--- config.mk ---
export PLATFORM = sky130hd
export DESIGN_NAME = tx_axis_arbiter_flat
export DESIGN_NICKNAME = d
export VERILOG_FILES = /design/src/rtl/tx_axis_arbiter_if.sv /design/src/rtl/tx_axis_arbiter.sv /design/src/flat_wrapper.sv
export SDC_FILE = /design/constraint.sdc
export NUM_CORES = 1
export LEC_CHECK = 0
export ABC_AREA = 1
export BUFFER_PORTS_ARGS = -buffer_cell sky130_fd_sc_hd__buf_2
export CORE_MARGIN = 1.5
export CORE_UTILIZATION = 30
export CTS_CLUSTER_DIAMETER = 200
export DETAILED_ROUTE_END_ITERATION = 8
export PLACE_DENSITY = 0.57
export SLEW_MARGIN = 40
export SYNTH_ARGS = -nofsm -noshare
export SYNTH_HDL_FRONTEND = slang
export SYNTH_SLANG_ARGS = --single-unit
--- constraint.sdc ---
create_clock -name i_clk -period 1.5 [get_ports i_clk]
set_clock_uncertainty 0.05 [all_clocks]
set_input_delay 0.15 -clock i_clk [delete_from_list [all_inputs] [get_ports i_clk]]
set_output_delay 0.15 -clock i_clk [all_outputs]
set_load 0.02 [all_outputs]
--- src/rtl/tx_axis_arbiter_if.sv ---
// AXI-stream bundle between the upstream sources and the TX MAC arbiter.
// The slave modport is the arbiter's view; master is the surrounding environment.
interface tx_axis_arbiter_if #(
  parameter int NUM_PORTS        = 2,
  parameter int XGMII_DATA_WIDTH = 32,
  parameter int AXIS_KEEP_WIDTH  = XGMII_DATA_WIDTH / 8
);
  logic [NUM_PORTS*XGMII_DATA_WIDTH-1:0] s_axis_tdata;
  logic [NUM_PORTS*AXIS_KEEP_WIDTH-1:0]  s_axis_tkeep;
  logic [NUM_PORTS-1:0]                  s_axis_tvalid;
  logic [NUM_PORTS-1:0]                  s_axis_tlast;
  logic [NUM_PORTS-1:0]                  s_axis_trdy;
  logic [XGMII_DATA_WIDTH-1:0]           m_axis_tdata;
  logic [AXIS_KEEP_WIDTH-1:0]            m_axis_tkeep;
  logic                                  m_axis_tvalid;
  logic                                  m_axis_tlast;
  logic                                  m_axis_trdy;

  modport slave (
    input  s_axis_tdata, s_axis_tkeep, s_axis_tvalid, s_axis_tlast, m_axis_trdy,
    output s_axis_trdy, m_axis_tdata, m_axis_tkeep, m_axis_tvalid, m_axis_tlast
  );

  modport master (
    output s_axis_tdata, s_axis_tkeep, s_axis_tvalid, s_axis_tlast, m_axis_trdy,
    input  s_axis_trdy, m_axis_tdata, m_axis_tkeep, m_axis_tvalid, m_axis_tlast
  );
endinterface

--- src/rtl/tx_axis_arbiter.sv ---
// Frame-granular round-robin arbiter feeding the single TX MAC stream input.
// A grant is locked from the first beat until tlast is accepted; per-frame stats are reported.
module tx_axis_arbiter #(
  parameter int NUM_PORTS        = 2,
  parameter int XGMII_DATA_WIDTH = 32,
  parameter int AXIS_KEEP_WIDTH  = XGMII_DATA_WIDTH / 8,
  parameter int BEAT_CNT_WIDTH   = 16
) (
  input  logic                         i_clk,
  input  logic                         i_reset_n,
  input  logic [NUM_PORTS-1:0]         i_port_en,
  tx_axis_arbiter_if.slave             axis,
  output logic [NUM_PORTS-1:0]         o_grant,
  output logic                         o_busy,
  output logic                         o_frame_done,
  output logic [$clog2(NUM_PORTS)-1:0] o_frame_port,
  output logic [BEAT_CNT_WIDTH-1:0]    o_frame_beats
);

  localparam int IDX_W = $clog2(NUM_PORTS);
  localparam int DW    = XGMII_DATA_WIDTH;
  localparam int KW    = AXIS_KEEP_WIDTH;

  typedef enum logic [0:0] {
    ST_IDLE = 1'b0,
    ST_XFER = 1'b1
  } state_e;

  state_e                    state_r;
  logic [IDX_W-1:0]          grant_idx_r;
  logic [IDX_W-1:0]          last_idx_r;
  logic [NUM_PORTS-1:0]      grant_r;
  logic                      busy_r;
  logic                      frame_done_r;
  logic [IDX_W-1:0]          frame_port_r;
  logic [BEAT_CNT_WIDTH-1:0] frame_beats_r;
  logic [BEAT_CNT_WIDTH-1:0] beat_cnt_r;

  logic [NUM_PORTS-1:0]      req_s;
  logic [IDX_W-1:0]          winner_s;
  logic                      xfer_s;
  logic [DW-1:0]             sel_tdata_s;
  logic [KW-1:0]             sel_tkeep_s;
  logic                      sel_tvalid_s;
  logic                      sel_tlast_s;
  logic                      m_tvalid_s;
  logic                      m_tlast_s;
  logic                      accept_s;
  logic [BEAT_CNT_WIDTH-1:0] beat_inc_s;

  function automatic logic [IDX_W-1:0] rr_next(input logic [IDX_W-1:0] last, input int k);
    rr_next = IDX_W'((int'(last) + k) % NUM_PORTS);
  endfunction

  // Round-robin winner: nearest requester after last_idx (descending loop, nearest assigned last)
  always_comb begin
    req_s    = axis.s_axis_tvalid & i_port_en;
    winner_s = last_idx_r;
    for (int k = NUM_PORTS; k >= 1; k--) begin
      winner_s = req_s[rr_next(last_idx_r, k)] ? rr_next(last_idx_r, k) : winner_s;
    end
  end

  // Combinational mux of the locked port onto the MAC stream
  always_comb begin
    sel_tdata_s  = {DW{1'b0}};
    sel_tkeep_s  = {KW{1'b0}};
    sel_tvalid_s = 1'b0;
    sel_tlast_s  = 1'b0;
    for (int p = 0; p < NUM_PORTS; p++) begin
      sel_tdata_s  = (grant_idx_r == IDX_W'(p)) ? axis.s_axis_tdata[p*DW +: DW] : sel_tdata_s;
      sel_tkeep_s  = (grant_idx_r == IDX_W'(p)) ? axis.s_axis_tkeep[p*KW +: KW] : sel_tkeep_s;
      sel_tvalid_s = (grant_idx_r == IDX_W'(p)) ? axis.s_axis_tvalid[p]        : sel_tvalid_s;
      sel_tlast_s  = (grant_idx_r == IDX_W'(p)) ? axis.s_axis_tlast[p]         : sel_tlast_s;
    end
  end

  // Handshake qualification and saturating beat increment
  always_comb begin
    xfer_s     = (state_r == ST_XFER);
    m_tvalid_s = xfer_s & sel_tvalid_s;
    m_tlast_s  = xfer_s & sel_tlast_s;
    accept_s   = m_tvalid_s & axis.m_axis_trdy;
    beat_inc_s = (beat_cnt_r == {BEAT_CNT_WIDTH{1'b1}}) ? beat_cnt_r
                                                         : beat_cnt_r + {{(BEAT_CNT_WIDTH-1){1'b0}}, 1'b1};
  end

  // grant_r is zero outside XFER, so it alone routes the sink's ready back
  assign axis.s_axis_trdy   = grant_r & {NUM_PORTS{axis.m_axis_trdy}};
  assign axis.m_axis_tdata  = sel_tdata_s;
  assign axis.m_axis_tkeep  = sel_tkeep_s;
  assign axis.m_axis_tvalid = m_tvalid_s;
  assign axis.m_axis_tlast  = m_tlast_s;

  assign o_grant       = grant_r;
  assign o_busy        = busy_r;
  assign o_frame_done  = frame_done_r;
  assign o_frame_port  = frame_port_r;
  assign o_frame_beats = frame_beats_r;

  // Arbitration FSM with frame lock and completion statistics
  always_ff @(posedge i_clk or negedge i_reset_n) begin
    if (!i_reset_n) begin
      state_r       <= ST_IDLE;
      grant_idx_r   <= {IDX_W{1'b0}};
      last_idx_r    <= IDX_W'(NUM_PORTS - 1);
      grant_r       <= {NUM_PORTS{1'b0}};
      busy_r        <= 1'b0;
      frame_done_r  <= 1'b0;
      frame_port_r  <= {IDX_W{1'b0}};
      frame_beats_r <= {BEAT_CNT_WIDTH{1'b0}};
      beat_cnt_r    <= {BEAT_CNT_WIDTH{1'b0}};
    end else begin
      frame_done_r <= 1'b0;
      case (state_r)
        ST_IDLE: begin
          if (|req_s) begin
            grant_idx_r <= winner_s;
            grant_r     <= {{(NUM_PORTS-1){1'b0}}, 1'b1} << winner_s;
            beat_cnt_r  <= {BEAT_CNT_WIDTH{1'b0}};
            busy_r      <= 1'b1;
            state_r     <= ST_XFER;
          end
        end
        ST_XFER: begin
          if (accept_s) begin
            beat_cnt_r <= beat_inc_s;
            if (m_tlast_s) begin
              last_idx_r    <= grant_idx_r;
              frame_port_r  <= grant_idx_r;
              frame_beats_r <= beat_inc_s;
              frame_done_r  <= 1'b1;
              grant_r       <= {NUM_PORTS{1'b0}};
              busy_r        <= 1'b0;
              state_r       <= ST_IDLE;
            end
          end
        end
        default: begin
          state_r <= ST_IDLE;
        end
      endcase
    end
  end

endmodule

--- src/flat_wrapper.sv ---
// flat-port wrapper written by rule: the top's interface ports become plain ports
module tx_axis_arbiter_flat 
#(
  parameter int NUM_PORTS        = 2,
  parameter int XGMII_DATA_WIDTH = 32,
  parameter int AXIS_KEEP_WIDTH  = XGMII_DATA_WIDTH / 8,
  parameter int BEAT_CNT_WIDTH   = 16
)
  (i_clk, i_reset_n, i_port_en, o_grant, o_busy, o_frame_done, o_frame_port, o_frame_beats, axis_s_axis_tdata, axis_s_axis_tkeep, axis_s_axis_tvalid, axis_s_axis_tlast, axis_m_axis_trdy, axis_s_axis_trdy, axis_m_axis_tdata, axis_m_axis_tkeep, axis_m_axis_tvalid, axis_m_axis_tlast);
  tx_axis_arbiter_if #(.NUM_PORTS(NUM_PORTS), .XGMII_DATA_WIDTH(XGMII_DATA_WIDTH), .AXIS_KEEP_WIDTH(AXIS_KEEP_WIDTH)) axis_i ();
  input  logic i_clk;
  input  logic i_reset_n;
  input  logic [NUM_PORTS-1:0] i_port_en;
  output logic [NUM_PORTS-1:0] o_grant;
  output logic o_busy;
  output logic o_frame_done;
  output logic [$clog2(NUM_PORTS)-1:0] o_frame_port;
  output logic [BEAT_CNT_WIDTH-1:0] o_frame_beats;
  input wire logic [$bits(axis_i.s_axis_tdata)-1:0] axis_s_axis_tdata;
  input wire logic [$bits(axis_i.s_axis_tkeep)-1:0] axis_s_axis_tkeep;
  input wire logic [$bits(axis_i.s_axis_tvalid)-1:0] axis_s_axis_tvalid;
  input wire logic [$bits(axis_i.s_axis_tlast)-1:0] axis_s_axis_tlast;
  input wire logic [$bits(axis_i.m_axis_trdy)-1:0] axis_m_axis_trdy;
  output wire logic [$bits(axis_i.s_axis_trdy)-1:0] axis_s_axis_trdy;
  output wire logic [$bits(axis_i.m_axis_tdata)-1:0] axis_m_axis_tdata;
  output wire logic [$bits(axis_i.m_axis_tkeep)-1:0] axis_m_axis_tkeep;
  output wire logic [$bits(axis_i.m_axis_tvalid)-1:0] axis_m_axis_tvalid;
  output wire logic [$bits(axis_i.m_axis_tlast)-1:0] axis_m_axis_tlast;
  assign axis_i.s_axis_tdata = axis_s_axis_tdata;
  assign axis_i.s_axis_tkeep = axis_s_axis_tkeep;
  assign axis_i.s_axis_tvalid = axis_s_axis_tvalid;
  assign axis_i.s_axis_tlast = axis_s_axis_tlast;
  assign axis_i.m_axis_trdy = axis_m_axis_trdy;
  assign axis_s_axis_trdy = axis_i.s_axis_trdy;
  assign axis_m_axis_tdata = axis_i.m_axis_tdata;
  assign axis_m_axis_tkeep = axis_i.m_axis_tkeep;
  assign axis_m_axis_tvalid = axis_i.m_axis_tvalid;
  assign axis_m_axis_tlast = axis_i.m_axis_tlast;
  tx_axis_arbiter #(.NUM_PORTS(NUM_PORTS), .XGMII_DATA_WIDTH(XGMII_DATA_WIDTH), .AXIS_KEEP_WIDTH(AXIS_KEEP_WIDTH), .BEAT_CNT_WIDTH(BEAT_CNT_WIDTH)) u_core (.i_clk(i_clk), .i_reset_n(i_reset_n), .i_port_en(i_port_en), .axis(axis_i), .o_grant(o_grant), .o_busy(o_busy), .o_frame_done(o_frame_done), .o_frame_port(o_frame_port), .o_frame_beats(o_frame_beats));
endmodule
==> run metrics <==
final net count=between 600 and 700; RD Place Congestion=0.8333; Routed Antenna Nets=0; worst hold margin=about 0.19 ns; R2R Setup Slk=-0.07 ns; Data arrival, critical path=1.40 ns; crit end category=output pin; routed length per instance=roughly 14 um; Final HPWL DP=6312 um; Fillers=approximately 770; XOR/XNOR share of the synthesized area=0.01044; R2R depth=9; Yosys reg bits=40; Setup WS post-layout=-0.09778 ns; Max IR drop VDD=0.7571 mV; status=complete, but fails checks; Power Density=1384 nW/um2; Die Y=approximately 95 um; CTS buffer count=5; Core Region=slightly above 8000 um2; Max Cap Viol=0; sequential area share after synthesis=0.3983; number of synthesized flops with an enable pin=0; starting DRC count in detailed routing=between 100 and 150; CTS Buffer Depth=2; largest net degree at the start of global routing=around 40; Slew Limit Fails=0; Yosys warning total=0; Post-Synth Simple-Gate Area=0.4799; CTS tree=yes; # H-tree levels=2; Synth Flop Type=dfrtp_1; Crit path required time=roughly 1.3 ns; hold path cells=4; syn nets=approximately 480; final setup violation count=between 50 and 60; reg2reg end=u_core.o_frame_beats[7]; Pwr Total=between 6 and 7 mW; RSZ-0062 raised after global routing=yes; hold path start=i_port_en[1]; grt total ovfl=0; leakage=2.499 nW; DRC errors left=0; All-Layer GR Usage=0.1890; Slew HR=0.6641; vias=between 3k and 4k; Worst-path clk slew=around 0.080 ns; top-area cell type share of the netlist area=0.3879; antenna violations before repair=0; Final Cycle Share=1.065; CP Launch Type=register; area leader, netlist=dfrtp_1; Detailed Routing Iterations Pass 1=4; io pins=between 100 and 150; WHS Endpoint=u_core.o_grant[0]; RR Startpoint=u_core.grant_idx_r; area delta synth->final=77.47%; Cell variety after synth=26; kind of critical path=reg2out; Skew-Pair Late Insertion Delay=about 0.30 ns; cell with the most instances after synthesis=nand2_1; Final min period=approximately 1.6 ns; Worst Max-Slew Pin Slew=a little over 0.5 ns; largest family of logic cells by synthesized area=simple AND/OR/NAND/NOR gates; Die Wd=roughly 95 um; Peak Freq=approximately 0.63 GHz; Synth Area in Adders=0.004973; n_diodes=0; mux cell area share after synthesis=0; Starting Density=0.3078; Synth Area in Compound Gates=0.03928; share of cells above drive strength 1=0.4897; vias in the first global route=2973; # rows=33; syn_area_per_cell=~6.3 um2; DR vias/cell=4.631; Clk Tree Root Cell=clkbuf_8; top cells by count, synth=nand2_1, dfrtp_1, nor2_1; Port Buffers=141; final hold vios=0; global-route wire length before repair=13320 um; Crit Path Max Fanout=7; Area contributors post-synth=dfrtp_1, nand2_1, nand3_1; asr flop ratio synth=1.000; CTS Sinks=40; failing checks=negative setup slack; min-delay worst type=in2reg; Routed Wire Length=9264 um; Die ar.=approximately 9000 um2; Mapped Area=2516 um2; Synth Instances=around 400
-- layout by cell type (no fill, tap or decap), types with 6 or more instances in the layout --
cell and count:
buf_12 6, buf_2 103, buf_4 31, buf_6 41, dfrtp_1 36, inv_1 20, nand2_1 187, nand2_2 39
nand2_4 16, nand3_1 18, nor2_1 11, nor2_2 9, nor2_4 6, o21ai_0 9
-- per-stage QoR --
stage / worst slack, ns / cells / TNS [ns] / util / cell area [um2]
after detailed placement: -0.04466 / 658 / -0.5119 / 0.4298 / 3513
after CTS: -0.08104 / 675 / -2.316 / 0.4887 / 3995
final: -0.09778 / 685 / -3.070 / 0.5462 / 4466
after global placement: -0.004127 / 658 / -0.01124 / 0.4298 / 3513
after global routing: -0.1626 / 685 / -7.830 / 0.5462 / 4466
after floorplan: 0.01867 / 399 / 0 / - / 2524
-- cell families (layout without fill, tap and decap cells) --
| family | Yosys count | count (layout) |
|---|---|---|
| and+or+nand+nor | 299 | 299 |
| DFF | 40 | 40 |
| buffers and inverters | 39 | 220 |
| AOI/OAI and AO/OA | 17 | 17 |
| xor gates and xnor gates | 3 | 3 |
| adders and majority gates | 1 | 1 |
-- where the power goes --
| group | internal [mW] | switching, mW |
|---|---|---|
| logic | 1.77 | 2.14 |
| clock network | 0.494 | 0.390 |
| registers | 1.25 | 0.136 |
| total | 3.52 | 2.66 |
-- worst max-delay path: stages (launching register included) --
cell and delay (ns):
dfrtp_2 0.44, inv_2 0.09, buf_12 0.14, clkbuf_16 0.18, nand2_4 0.05, nand2_2 0.08
buf_6 0.12
-- area by class of cell --
class	instances	area, um2	area share
clock buffer	6	72.57	0.01625
clock inverter	2	35.03	0.007845
inverter	25	103.9	0.02326
multi-input combinational	320	1668	0.3735
sequential	40	1006	0.2253
tap	105	131.4	0.02942
timing repair buffer	186	1443	0.3231
timing repair inverter	1	6.256	0.001401
-- sequential cells by signal, indices dropped and copies added, names as in the netlist --
| signal | cells |
|---|---|
| u_core.state_r | 1 |
| u_core.grant_idx_r | 1 |
| u_core.o_frame_beats | 16 |
| u_core.last_idx_r | 1 |
| u_core.beat_cnt_r | 16 |
| u_core.o_frame_done | 1 |
| u_core.o_grant | 2 |
| u_core.o_busy | 1 |
| u_core.o_frame_port | 1 |
-- what timing repair did --
item                                    CTS  global route
hold buffers                              1             0
endpoints found under the setup margin   60            73
hold endpoints to repair                 39             0
gates resized for setup                  95           104
gates cloned                              1             4
buffers inserted                          7             6
pin swaps                                 2            22
-- layer usage --
layer | track usage | routed length (um) | up-vias
met4 | 0.05721 | 107 | 0
met1 | 0.1992 | 3526 | 1469
met3 | 0.03945 | 442 | 9
li1 | - | - | 1583
met5 | 0 | 0 | -
met2 | 0.3705 | 5187 | 111
-- how the worst max path moves through the flow --
stage	start	end	slack [ns]	cells after the start
2_1_floorplan	u_core.beat_cnt_r[0]	u_core.beat_cnt_r[1]	0.02	9
4_1_cts	u_core.grant_idx_r	axis_m_axis_tlast	-0.08	6
5_1_grt	u_core.grant_idx_r	axis_m_axis_tkeep[0]	-0.16	6
3_3_place_gp	u_core.grant_idx_r	u_core.o_frame_beats[6]	-0.004	8
3_5_place_dp	u_core.grant_idx_r	u_core.o_frame_beats[8]	-0.04	8
6_report	u_core.grant_idx_r	axis_m_axis_tkeep[0]	-0.1	6
(Power assumes the default switching activity.)
